**config.mk**
```make
export PLATFORM = sky130hd
export DESIGN_NAME = stack_cmd_sequencer
export DESIGN_NICKNAME = d
export VERILOG_FILES = /design/src/rtl/stack_pkg.sv /design/src/rtl/stack_cmd_fifo.sv /design/src/rtl/stack_cmd_sequencer.sv
export SDC_FILE = /design/constraint.sdc
export NUM_CORES = 1
export LEC_CHECK = 0
export BUFFER_PORTS_ARGS = -buffer_cell sky130_fd_sc_hd__buf_2
export CORE_MARGIN = 1
export CORE_UTILIZATION = 40
export CTS_CLUSTER_SIZE = 25
export DETAILED_ROUTE_END_ITERATION = 8
export PLACE_DENSITY = 0.69
export SKIP_CTS_REPAIR_TIMING = 1
export SYNTH_ARGS = -nofsm -noshare
export SYNTH_HDL_FRONTEND = slang
export SYNTH_SLANG_ARGS = --single-unit
```
**constraint.sdc**
```tcl
create_clock -name clk_i -period 3.33 [get_ports clk_i]
set_input_delay 0.333 -clock clk_i [delete_from_list [all_inputs] [get_ports clk_i]]
set_output_delay 0.333 -clock clk_i [all_outputs]
set_load 0.02 [all_outputs]
```
**src/rtl/stack_pkg.sv**
```systemverilog
// ---------------------------------------------------------------------------
// stack_pkg
// Shared types and constants for the 8-stack command sequencer:
//   stack_op_t   - command opcode (PUSH / POP / IDX_RD / IDX_WR)
//   stack_cmd_t  - one buffered command (op, stack, offset, data, tag)
//   seq_state_t  - sequencer FSM state encoding
// The tag field is sized to CMD_TAG_W; the sequencer's TAG_W parameter
// must not exceed it.
// ---------------------------------------------------------------------------
package stack_pkg;

    localparam int NUM_STACKS   = 8;
    localparam int STACK_DATA_W = 32;
    localparam int STACK_OFS_W  = 6;
    localparam int STACK_SEL_W  = 3;
    localparam int CMD_TAG_W    = 16;

    typedef enum logic [1:0] {
        OP_PUSH   = 2'd0,
        OP_POP    = 2'd1,
        OP_IDX_RD = 2'd2,
        OP_IDX_WR = 2'd3
    } stack_op_t;

    typedef struct packed {
        stack_op_t                op;
        logic [STACK_SEL_W-1:0]   stack;
        logic [STACK_OFS_W-1:0]   offset;
        logic [STACK_DATA_W-1:0]  data;
        logic [CMD_TAG_W-1:0]     tag;
    } stack_cmd_t;

    typedef enum logic [2:0] {
        S_IDLE   = 3'd0,
        S_ISSUE  = 3'd1,
        S_EXEC   = 3'd2,
        S_SETTLE = 3'd3,
        S_RESP   = 3'd4
    } seq_state_t;

    // Commands that return data from the stack unit.
    function automatic logic isReadOp(input stack_op_t op);
        return (op == OP_POP) || (op == OP_IDX_RD);
    endfunction

endpackage

```
**src/rtl/stack_cmd_fifo.sv**
```systemverilog
// ---------------------------------------------------------------------------
// stack_cmd_fifo
// Synchronous FIFO of stack_cmd_t entries with registered occupancy count.
// Ports:
//   clk_i, rst_ni      clock, asynchronous active-low reset
//   push_i, wdata_i    write request and entry (ignored when full)
//   pop_i, rdata_o     read request and head entry (ignored when empty)
//   full_o, empty_o    occupancy flags derived from the registered count
//   count_o            number of stored entries
// ---------------------------------------------------------------------------
module stack_cmd_fifo
    import stack_pkg::*;
#(
    parameter int DEPTH = 4
) (
    input  logic                       clk_i,
    input  logic                       rst_ni,
    input  logic                       push_i,
    input  stack_cmd_t                 wdata_i,
    input  logic                       pop_i,
    output stack_cmd_t                 rdata_o,
    output logic                       full_o,
    output logic                       empty_o,
    output logic [$clog2(DEPTH):0]     count_o
);

    localparam int AW    = $clog2(DEPTH);
    localparam int CNT_W = AW + 1;
    localparam logic [AW-1:0]    PTR_ONE = AW'(1);
    localparam logic [CNT_W-1:0] CNT_ONE = CNT_W'(1);

    stack_cmd_t           mem [DEPTH];
    logic [AW-1:0]        wrPtr_q;
    logic [AW-1:0]        rdPtr_q;
    logic [CNT_W-1:0]     count_q;
    logic                 doPush;
    logic                 doPop;

    // Flags come straight from the registered count so the request-side
    // ready never depends on same-cycle inputs.
    assign full_o  = (count_q == CNT_W'(DEPTH));
    assign empty_o = (count_q == '0);
    assign count_o = count_q;
    assign rdata_o = mem[rdPtr_q];
    assign doPush  = push_i && !full_o;
    assign doPop   = pop_i && !empty_o;

    // Pointer and count bookkeeping; a simultaneous push and pop leaves
    // the count unchanged.
    always_ff @(posedge clk_i or negedge rst_ni) begin
        if (!rst_ni) begin
            wrPtr_q <= '0;
            rdPtr_q <= '0;
            count_q <= '0;
        end else begin
            if (doPush) begin
                wrPtr_q <= wrPtr_q + PTR_ONE;
            end
            if (doPop) begin
                rdPtr_q <= rdPtr_q + PTR_ONE;
            end
            if (doPush && !doPop) begin
                count_q <= count_q + CNT_ONE;
            end else if (doPop && !doPush) begin
                count_q <= count_q - CNT_ONE;
            end
        end
    end

    // Storage array; contents need no reset because the count gates reads.
    always_ff @(posedge clk_i) begin
        if (doPush) begin
            mem[wrPtr_q] <= wdata_i;
        end
    end

endmodule

```
**src/rtl/stack_cmd_sequencer.sv**
```systemverilog
// ---------------------------------------------------------------------------
// stack_cmd_sequencer
// Front-end for the 8-stack unit. Buffers tagged commands in a FIFO, issues
// each one to the stack unit with a one-cycle strobe, captures read data and
// overflow/underflow status, and returns one tagged response per command.
// Ports:
//   clk_i, rst_ni                  clock, asynchronous active-low reset
//   req_*                          valid/ready command input
//   resp_*                         valid/ready tagged response output
//   stk_*_o / stk_*_i              stack unit command and status interface
//   ovf_sticky_o, unf_sticky_o     per-stack sticky error flags
//   sticky_clear_i                 clears both sticky vectors
//   busy_o                         FIFO holds work or FSM not idle
// ---------------------------------------------------------------------------
module stack_cmd_sequencer
    import stack_pkg::*;
#(
    parameter int FIFO_DEPTH = 4,
    parameter int TAG_W      = 4
) (
    input  logic                       clk_i,
    input  logic                       rst_ni,
    input  logic                       req_valid_i,
    output logic                       req_ready_o,
    input  logic [1:0]                 req_op_i,
    input  logic [STACK_SEL_W-1:0]     req_stack_i,
    input  logic [STACK_OFS_W-1:0]     req_offset_i,
    input  logic [STACK_DATA_W-1:0]    req_data_i,
    input  logic [TAG_W-1:0]           req_tag_i,
    output logic                       resp_valid_o,
    input  logic                       resp_ready_i,
    output logic [STACK_DATA_W-1:0]    resp_data_o,
    output logic [1:0]                 resp_op_o,
    output logic [TAG_W-1:0]           resp_tag_o,
    output logic                       resp_err_o,
    output logic [STACK_SEL_W-1:0]     stk_select_o,
    output logic                       stk_push_o,
    output logic                       stk_pop_o,
    output logic                       stk_index_read_o,
    output logic                       stk_index_write_o,
    output logic [STACK_OFS_W-1:0]     stk_offset_o,
    output logic [STACK_DATA_W-1:0]    stk_data_o,
    input  logic [STACK_DATA_W-1:0]    stk_data_i,
    input  logic                       stk_ready_i,
    input  logic                       stk_overflow_i,
    input  logic                       stk_underflow_i,
    output logic [NUM_STACKS-1:0]      ovf_sticky_o,
    output logic [NUM_STACKS-1:0]      unf_sticky_o,
    input  logic                       sticky_clear_i,
    output logic                       busy_o
);

    localparam int CNT_W = $clog2(FIFO_DEPTH) + 1;

    stack_cmd_t                 fifoWdata;
    stack_cmd_t                 fifoRdata;
    logic                       fifoPush;
    logic                       fifoPop;
    logic                       fifoFull;
    logic                       fifoEmpty;
    logic [CNT_W-1:0]           fifoCount;

    seq_state_t                 state_q,    state_d;
    stack_cmd_t                 cmd_q,      cmd_d;
    logic [STACK_DATA_W-1:0]    execData_q, execData_d;
    logic [STACK_DATA_W-1:0]    respData_q, respData_d;
    stack_op_t                  respOp_q,   respOp_d;
    logic [TAG_W-1:0]           respTag_q,  respTag_d;
    logic                       respErr_q,  respErr_d;
    logic [NUM_STACKS-1:0]      ovf_q,      ovf_d;
    logic [NUM_STACKS-1:0]      unf_q,      unf_d;

    // Pack the request fields into a FIFO entry.
    always_comb begin
        fifoWdata        = '0;
        fifoWdata.op     = stack_op_t'(req_op_i);
        fifoWdata.stack  = req_stack_i;
        fifoWdata.offset = req_offset_i;
        fifoWdata.data   = req_data_i;
        fifoWdata.tag    = CMD_TAG_W'(req_tag_i);
    end

    assign req_ready_o = !fifoFull;
    assign fifoPush    = req_valid_i && req_ready_o;

    stack_cmd_fifo #(
        .DEPTH   (FIFO_DEPTH)
    ) u_fifo (
        .clk_i   (clk_i),
        .rst_ni  (rst_ni),
        .push_i  (fifoPush),
        .wdata_i (fifoWdata),
        .pop_i   (fifoPop),
        .rdata_o (fifoRdata),
        .full_o  (fifoFull),
        .empty_o (fifoEmpty),
        .count_o (fifoCount)
    );

    // Sequencer next-state logic. The command register is only reloaded in
    // S_IDLE, so select/offset/data stay stable from S_ISSUE to S_SETTLE.
    // Sticky flags: a clear is applied first so a coincident set wins.
    always_comb begin
        state_d    = state_q;
        cmd_d      = cmd_q;
        execData_d = execData_q;
        respData_d = respData_q;
        respOp_d   = respOp_q;
        respTag_d  = respTag_q;
        respErr_d  = respErr_q;
        fifoPop    = 1'b0;
        ovf_d      = sticky_clear_i ? '0 : ovf_q;
        unf_d      = sticky_clear_i ? '0 : unf_q;

        case (state_q)
            S_IDLE: begin
                if (!fifoEmpty && stk_ready_i) begin
                    fifoPop = 1'b1;
                    cmd_d   = fifoRdata;
                    state_d = S_ISSUE;
                end
            end
            S_ISSUE: begin
                state_d = S_EXEC;
            end
            S_EXEC: begin
                execData_d = isReadOp(cmd_q.op) ? stk_data_i : '0;
                state_d    = S_SETTLE;
            end
            S_SETTLE: begin
                respErr_d  = stk_overflow_i | stk_underflow_i;
                respData_d = (isReadOp(cmd_q.op) && !stk_underflow_i) ? execData_q : '0;
                respOp_d   = cmd_q.op;
                respTag_d  = TAG_W'(cmd_q.tag);
                if (stk_overflow_i) begin
                    ovf_d[cmd_q.stack] = 1'b1;
                end
                if (stk_underflow_i) begin
                    unf_d[cmd_q.stack] = 1'b1;
                end
                state_d = S_RESP;
            end
            S_RESP: begin
                if (resp_ready_i) begin
                    state_d = S_IDLE;
                end
            end
            default: begin
                state_d = S_IDLE;
            end
        endcase
    end

    // State, command and response registers.
    always_ff @(posedge clk_i or negedge rst_ni) begin
        if (!rst_ni) begin
            state_q    <= S_IDLE;
            cmd_q      <= '0;
            execData_q <= '0;
            respData_q <= '0;
            respOp_q   <= OP_PUSH;
            respTag_q  <= '0;
            respErr_q  <= 1'b0;
            ovf_q      <= '0;
            unf_q      <= '0;
        end else begin
            state_q    <= state_d;
            cmd_q      <= cmd_d;
            execData_q <= execData_d;
            respData_q <= respData_d;
            respOp_q   <= respOp_d;
            respTag_q  <= respTag_d;
            respErr_q  <= respErr_d;
            ovf_q      <= ovf_d;
            unf_q      <= unf_d;
        end
    end

    // Strobes are decoded from registers only, so they are glitch-free and
    // independent of stack unit inputs.
    assign stk_push_o        = (state_q == S_ISSUE) && (cmd_q.op == OP_PUSH);
    assign stk_pop_o         = (state_q == S_ISSUE) && (cmd_q.op == OP_POP);
    assign stk_index_read_o  = (state_q == S_ISSUE) && (cmd_q.op == OP_IDX_RD);
    assign stk_index_write_o = (state_q == S_ISSUE) && (cmd_q.op == OP_IDX_WR);
    assign stk_select_o      = cmd_q.stack;
    assign stk_offset_o      = cmd_q.offset;
    assign stk_data_o        = cmd_q.data;

    assign resp_valid_o = (state_q == S_RESP);
    assign resp_data_o  = respData_q;
    assign resp_op_o    = respOp_q;
    assign resp_tag_o   = respTag_q;
    assign resp_err_o   = respErr_q;
    assign ovf_sticky_o = ovf_q;
    assign unf_sticky_o = unf_q;
    assign busy_o       = (fifoCount != '0) || (state_q != S_IDLE);

endmodule

```
==> impl_results.md, run 1 <==
* Status: complete, no violations
* Yosys Warn Count at 0
* Synth top area cells: edfxtp_1 (44%), dfrtp_1 (28%), mux4_2 (8.2%)
* Sw Pwr at between 4 and 5 mW
* Initial core utilization at about two fifths
* Most used DFF post-synth: edfxtp_1
* Input/output buffers at around 190
* Actual slew at the worst max-slew pin at about 0.8 ns
* Post-synth cell types at 37
* Clk Tree Root Cell: clkbuf_16
* Worst R2R Path Depth at 4
* Startpoint Class: flop
* EDFF count, synth at between 150 and 200
* Antenna Violating Nets Remaining at 0
* DR vias/cell at 5.00
* Critical path arrival at approximately 2.6 ns
* CP endpoint kind: flop
* Final Cell Area at roughly 15,000 sq um
* Synth top area share at between 40% and 50%
* DR iter-0 viols at around 530
* Combinational power share at 30.5%
* Number of global-route vias before repair at about 7,300
* Crit path kind: flop to flop
* H-tree levels at 2
* Core area at roughly 32,000 sq um
* Largest net degree at the start of global routing at 72
* Mapped cell area at 12,900 sq um
* Unrepaired setup endpoints after global routing: false
* Register bit count reported by yosys at around 330
* Worst-Skew Late Latency at 0.52 ns
* # IOs at 190
* DP Worst Slack at between 0.8 and 0.9 ns
* Register area share after synthesis at a little under three quarters
* Drt total wl at approximately 26,000 um
* Sw frac at approximately a third
* Final hold vios at 0
* Achievable Freq at about 0.42 GHz
* Num CTS Buffers at 36
* Layout area overhead at 18.6%
* Final setup fails at 0
* Internal cell power at around 10 mW
* Initial antenna violation count at 4
* HPWL after DPL at between 15,000 and 20,000 um
* Largest area contributor in the netlist: edfxtp_1
* Synth Instances at ~820
* Register share of total power at between 40% and 50%
* Clock-pin slew on the worst setup and hold paths at approximately 0.060 ns
* Routed len/inst at between 15 and 20 um
* First-pass GRT wire length at roughly 41,000 um
* Clk pwr share at a little over a quarter
* Mapped Nets at just over 900
* Worst-case clock buffer depth at 3
* Period utilization at 71.1%
* Residual DRC at 0
* TritonCTS clock tree: built
* Die Width at between 150 and 200 um
* Nets at 1,071
* Die area at 32,900 sq um
* Core Rows at between 60 and 70
* Reg2Reg Setup Slack at between 0.9 and 1 ns
* Fraction of layout cells with a size suffix above 1 at about 37%
* Synth top cells by count: edfxtp_1 (188), nand2_1 (146), dfrtp_1 (144)
* TritonRoute pass-1 iters at 7
* Die Y at approximately 180 um
* Most common cell in the netlist: edfxtp_1
* Ys async rst share at between 40% and 50%
* Required time of the critical path at roughly 3.5 ns
* Max Cap Viol at 0
* CP Max Fanout at 21
* Placed Area at roughly 14,000 sq um
* Gr ovfl total at 0
* Leakage power at ~6.4 nW
* Via Count at 7,036
* Synth Area per Inst at ~16 sq um
* Fin util at between 40% and 50%
* Pwr/cell area at just under 1000 nW/um^2
* Global placement routability congestion at between 0.7 and 0.8
* Clk sinks at 332
* Final min period at between 2 and 2.5 ns
* Peak supply drop at 0.630 mV
* Post-route setup slack at ~0.96 ns
* Layout Skew at 0.0198 ns
* Hold depth at 1
* GRT Total Usage at roughly 16%
* Hold Path Class: input pin to flop
* Slew HR at 46.9%
* Setup TNS at 0 ns
* Pins over their slew limit at 0
## cell usage in the layout, fill, tap and decap left out, drive strengths merged, types with 2 or more instances in the layout
cell and n:
buf 205, edfxtp 188, nand2 146, dfrtp 144, mux2 49, mux4 47
clkbuf 47, o21ai 35, nand3 34, inv 25, o22ai 16, clkinv 11
ha 9, and3 5, nand3b 4, nor2 4, and2 4, xor2 4
diode 3, xnor2 3, bufinv 3, clkinvlp 3, nand2b 2, nor3 2
## final timing paths
path / start / end
hold reg to reg: resp_data_o[15] / resp_data_o[15]
hold / removal: req_data_i[28] / u_fifo.mem[1][32]
setup / recovery: u_fifo.count_o[0] / u_fifo.mem[2][45]
max in group asynchronous: rst_ni / u_fifo.rdPtr_q[0]
min in group asynchronous: rst_ni / ovf_sticky_o[7]
setup reg to reg: u_fifo.count_o[0] / u_fifo.mem[2][45]
## per-stage QoR
stage	hold slack, ns	std cells	power [mW]
detailed placement	0.293	1337	11.1
CTS	-0.248	1403	15.2
finish	0.0259	1407	15.0
global placement	0.296	1337	11.0
global route	0.0124	1405	15.8
floorplan	0.0374	816	9.86
## state kept, by name, indices dropped and copies added (netlist names)
register	flops
stk_data_o	32
u_fifo.wrPtr_q	2
resp_err_o	1
u_fifo.count_o	3
cmd_q	6
ovf_sticky_o	8
unf_sticky_o	8
stk_select_o	3
resp_op_o	2
u_fifo.mem	188
u_fifo.rdPtr_q	2
execData_q	32
resp_data_o	32
stk_offset_o	6
resp_tag_o	4
state_q	3
## area by class of cell
type	count	area [sq um]
repair buffers	206	1160
clock buffers	47	1010
multi-input cells	375	3050
well taps	402	503
diodes	3	7.51
clock inverters	19	211
inverters	23	86.3
fillers	2694	16400
flip-flops and latches	332	9250
## power by group through the flow
stage	Combinational, mW	Sequential, mW	Clock, mW
floorplan	3.44	6.42	0
global placement	4.56	6.41	0
detailed placement	4.64	6.47	0
CTS	4.65	6.40	4.13
global route	5.00	6.52	4.28
finish	4.56	6.37	4.03
## cell families after synthesis
group	after synthesis	share of synthesized area [%]
DFF	332	71.8
and+or+nand+nor	208	6.98
buffers and inverters	109	4.67
muxes	96	12.8
AOI/OAI and AO/OA	54	2.29
adders and majority gates	10	1.03
xor gates and xnor gates	7	0.476
## layer usage
layer,global-route usage (%),share of wire [%]
met1,21.8,44
met2,26.8,47
met3,3.81,7.2
met4,4.10,1.8
met5,0,0
## critical path, stage by stage (launching register included)
cell	delay [ns]
dfrtp_1	0.43
nor2_1	0.10
a21boi_1	0.49
and2_2	0.65
buf_4	0.38
Note: power is estimated with default switching activity, not from simulation.
==> run 2: changes to the inputs <==
- ABC_AREA: unset -> 1
- PLACE_DENSITY: 0.69 -> 0.71
- clock period: 3.33 -> 2 ns (I/O delays scaled with it)
==> impl_results.md, run 2 <==
* Pins over their slew limit at 0
* Reg2Reg Setup Slack at ~0.1 ns
* Final min period at ~1.9 ns
* Fraction of layout cells with a size suffix above 1 at between 10% and 20%
* Unrepaired setup endpoints after global routing: true
* Drt total wl at around 32,000 um
* TritonCTS clock tree: built
* Core area at approximately 35,000 sq um
* Placed Cells at 2,015
* Leakage power at between 8 and 9 nW
* Most common cell in the netlist: nand2_1
* Critical path origin: state_q[1]
* Final Cell Area at between 15,000 and 20,000 sq um
* Post-synth cell types at 25
* Number of global-route vias before repair at between 9,000 and 10,000
* Initial core utilization at approximately two fifths
* Hold depth at 4
* Max FFs per register at 188
* Hold endpoint: state_q[2]
* # IOs at 190
* Worst-Skew Late Latency at 0.54 ns
* Routed len/inst at 15.0 um
* Layout Skew at about 0.04 ns
* DR vias/cell at approximately 4.6
* Status: complete, no violations
* FILL cells at a little over 3,000
* Worst-path cell chain: inv_2 > nand3_1 > nor2_2 > buf_2
* Mapped cell area at 14,100 sq um
* Largest net degree at the start of global routing at 97
* Final setup fails at 0
* CP Max Fanout at 5
* Die area at approximately 36,000 sq um
* Synth top cells by count: nand2_1 (571), inv_1 (215), edfxtp_1 (188)
* Register area share after synthesis at about two thirds
* Nets at approximately 1,800
* GRT Total Usage at ~18%
* Clk sinks at between 300 and 400
* Largest delay share family, worst path: flip-flops
* Worst R2R Path Depth at 9
* Hold Path Class: input pin to flop
* Input/output buffers at around 190
* Residual DRC at 0
* First-pass GRT wire length at between 50,000 and 60,000 um
* Required time of the critical path at 1.80 ns
* Via Count at about 10,000
* Most used DFF post-synth: edfxtp_1
* Synth Instances at 1,452
* Mapped Nets at between 1,500 and 2,000
* Layout area overhead at 23.8%
* Placed Area at around 15,000 sq um
* Hold Startpoint: resp_ready_i
* Synth Area per Inst at just under 10 sq um
* Gr ovfl total at 0
* Slew HR at between 50% and 60%
* HPWL after DPL at between 15,000 and 20,000 um
* Actual slew at the worst max-slew pin at about 0.61 ns
* CP max-delay cell: dfrtp_1
* Synth top area share at roughly two fifths
* Final hold vios at 0
* TritonRoute pass-1 iters at 5
* Largest area contributor in the netlist: edfxtp_1
* Most frequent cells in the layout: nand2_1 (570), inv_1 (214), buf_2 (188), edfxtp_1 (188), nand3_1 (148)
* Initial antenna violation count at 2
* Critical path arrival at around 1.7 ns
* Uppermost routed layer: met4
* Total power at 26.3 mW
* Clock-pin slew on the worst setup and hold paths at around 0.060 ns
* Die Width at 190 um
* Period utilization at between 90% and 100%
* Num CTS Buffers at 36
* Achievable Freq at approximately 0.52 GHz
* R2r startpoint: u_fifo.count_o[1]
* Metal-1 WL at about 14,000 um
* EDFF count, synth at roughly 190
* Max Cap Viol at 0
* Startpoint Class: flop
* Met2 wire len at approximately 16,000 um
* Yosys Warn Count at 0
* DR iter-0 viols at 524
* Synth top area cells: edfxtp_1 (40%), dfrtp_1 (26%), nand2_1 (15%)
* Antenna Violating Nets Remaining at 0
* Worst path buffer plus inverter count at 2
* Finished Layout Cells at approximately 2,200
* Register bit count reported by yosys at about 330
* CP endpoint kind: output pin
* H-tree levels at 2
* Worst-case clock buffer depth at 3
* Most common cell after layout, fill and taps aside: nand2_1
* DR WL met3 at ~2200 um
* Die Y at about 190 um
* Ys async rst share at around 43%
* Peak supply drop at around 0.85 mV
* Worst stage delay on the critical path at about 0.45 ns
* Crit path kind: flop to output pin
* R2r endpoint: u_fifo.count_o[2]
* Largest Register: u_fifo.mem
* Pwr/cell area at roughly 1500 nW/um^2
* Core Rows at 68
* Global placement routability congestion at 0.837
* Clk Tree Root Cell: clkbuf_16
run 2: changes by cell type in the layout (fill, tap and decap cells not counted), moves of 6 or more:
cell           previous run  this run
buf_12                    6        12
dlygate4sd3_1             1        80
inv_1                    23       214
mux2_2                   39         0
mux2_4                   10         0
mux4_2                   47         0
nand2_1                 146       570
nand3_1                  34       148
nor2_1                    4        10
nor2_4                    0         7
o21ai_0                  35        14
o21ai_1                   0        22
o22ai_1                  16         0
run 2: cell type report:
| class | count | area, sq um | share of cell area, % |
|---|---|---|---|
| Antenna cell | 2 | 5.00 | 0.0287 |
| Clock buffer | 49 | 1050 | 6.02 |
| Multi-Input combinational cell | 794 | 3410 | 19.6 |
| Clock inverter | 15 | 226 | 1.30 |
| Tap cell | 455 | 569 | 3.26 |
| Timing Repair Buffer | 296 | 2110 | 12.1 |
| Sequential cell | 332 | 9250 | 53.0 |
| Inverter | 219 | 823 | 4.72 |
run 2: kinds of logic (layout without fill, tap and decap cells):
| family | after synthesis | after routing | synth area share, % |
|---|---|---|---|
| fa+ha+maj | 10 | 10 | 0.941 |
| xor+xnor | 4 | 4 | 0.249 |
| simple gates | 743 | 743 | 21.3 |
| compound gates | 37 | 37 | 1.33 |
| flops | 332 | 332 | 65.6 |
| buf+inv | 326 | 579 | 10.5 |
| other cells | 0 | 2 | 0 |
run 2: layer usage:
metal	global-route usage [%]	vias to the layer above
li1	-	4927
met1	22.0	4713
met2	30.5	331
met3	4.39	51
met4	5.24	0
met5	0	-
run 2: how the worst max path moves through the flow:
stage                                    to  slack, ns  depth (start not counted)
after floorplan            u_fifo.mem[0][0]      0.006                          4
after global placement    u_fifo.count_o[2]       0.17                          9
after detailed placement  u_fifo.count_o[2]        0.1                          9
after CTS                        stk_push_o      -0.03                          4
after global routing      u_fifo.count_o[2]      -0.01                          9
final                            stk_push_o       0.07                          4
run 2: report_power, final:
part,total (mW),switching (mW),internal [mW]
Clock,6.97,2.73,4.24
Sequential,10.2,0.869,9.28
Combinational,9.15,6.28,2.87
run 2: per-stage QoR:
step           setup slack (ns)  hold WS [ns]  setup TNS (ns)  utilization, %
2_1_floorplan           0.00616       -0.0956               0               -
3_3_place_gp              0.166         0.170               0            44.3
3_5_place_dp             0.0968         0.178               0            44.3
4_1_cts                 -0.0256        -0.372         -0.0256            48.0
5_1_grt                -0.00956       0.00319        -0.00956            50.4
6_report                 0.0731       0.00208               0            50.4
run 2: worst reg2reg max path, stage by stage (launching register included):
cell and delay (ns):
dfrtp_1 0.42, nor2_2 0.19, nand2_1 0.10, nand3_2 0.10
ha_1 0.17, inv_1 0.07, fa_1 0.39, nand2_1 0.09
nand3_1 0.08, xor2_1 0.14
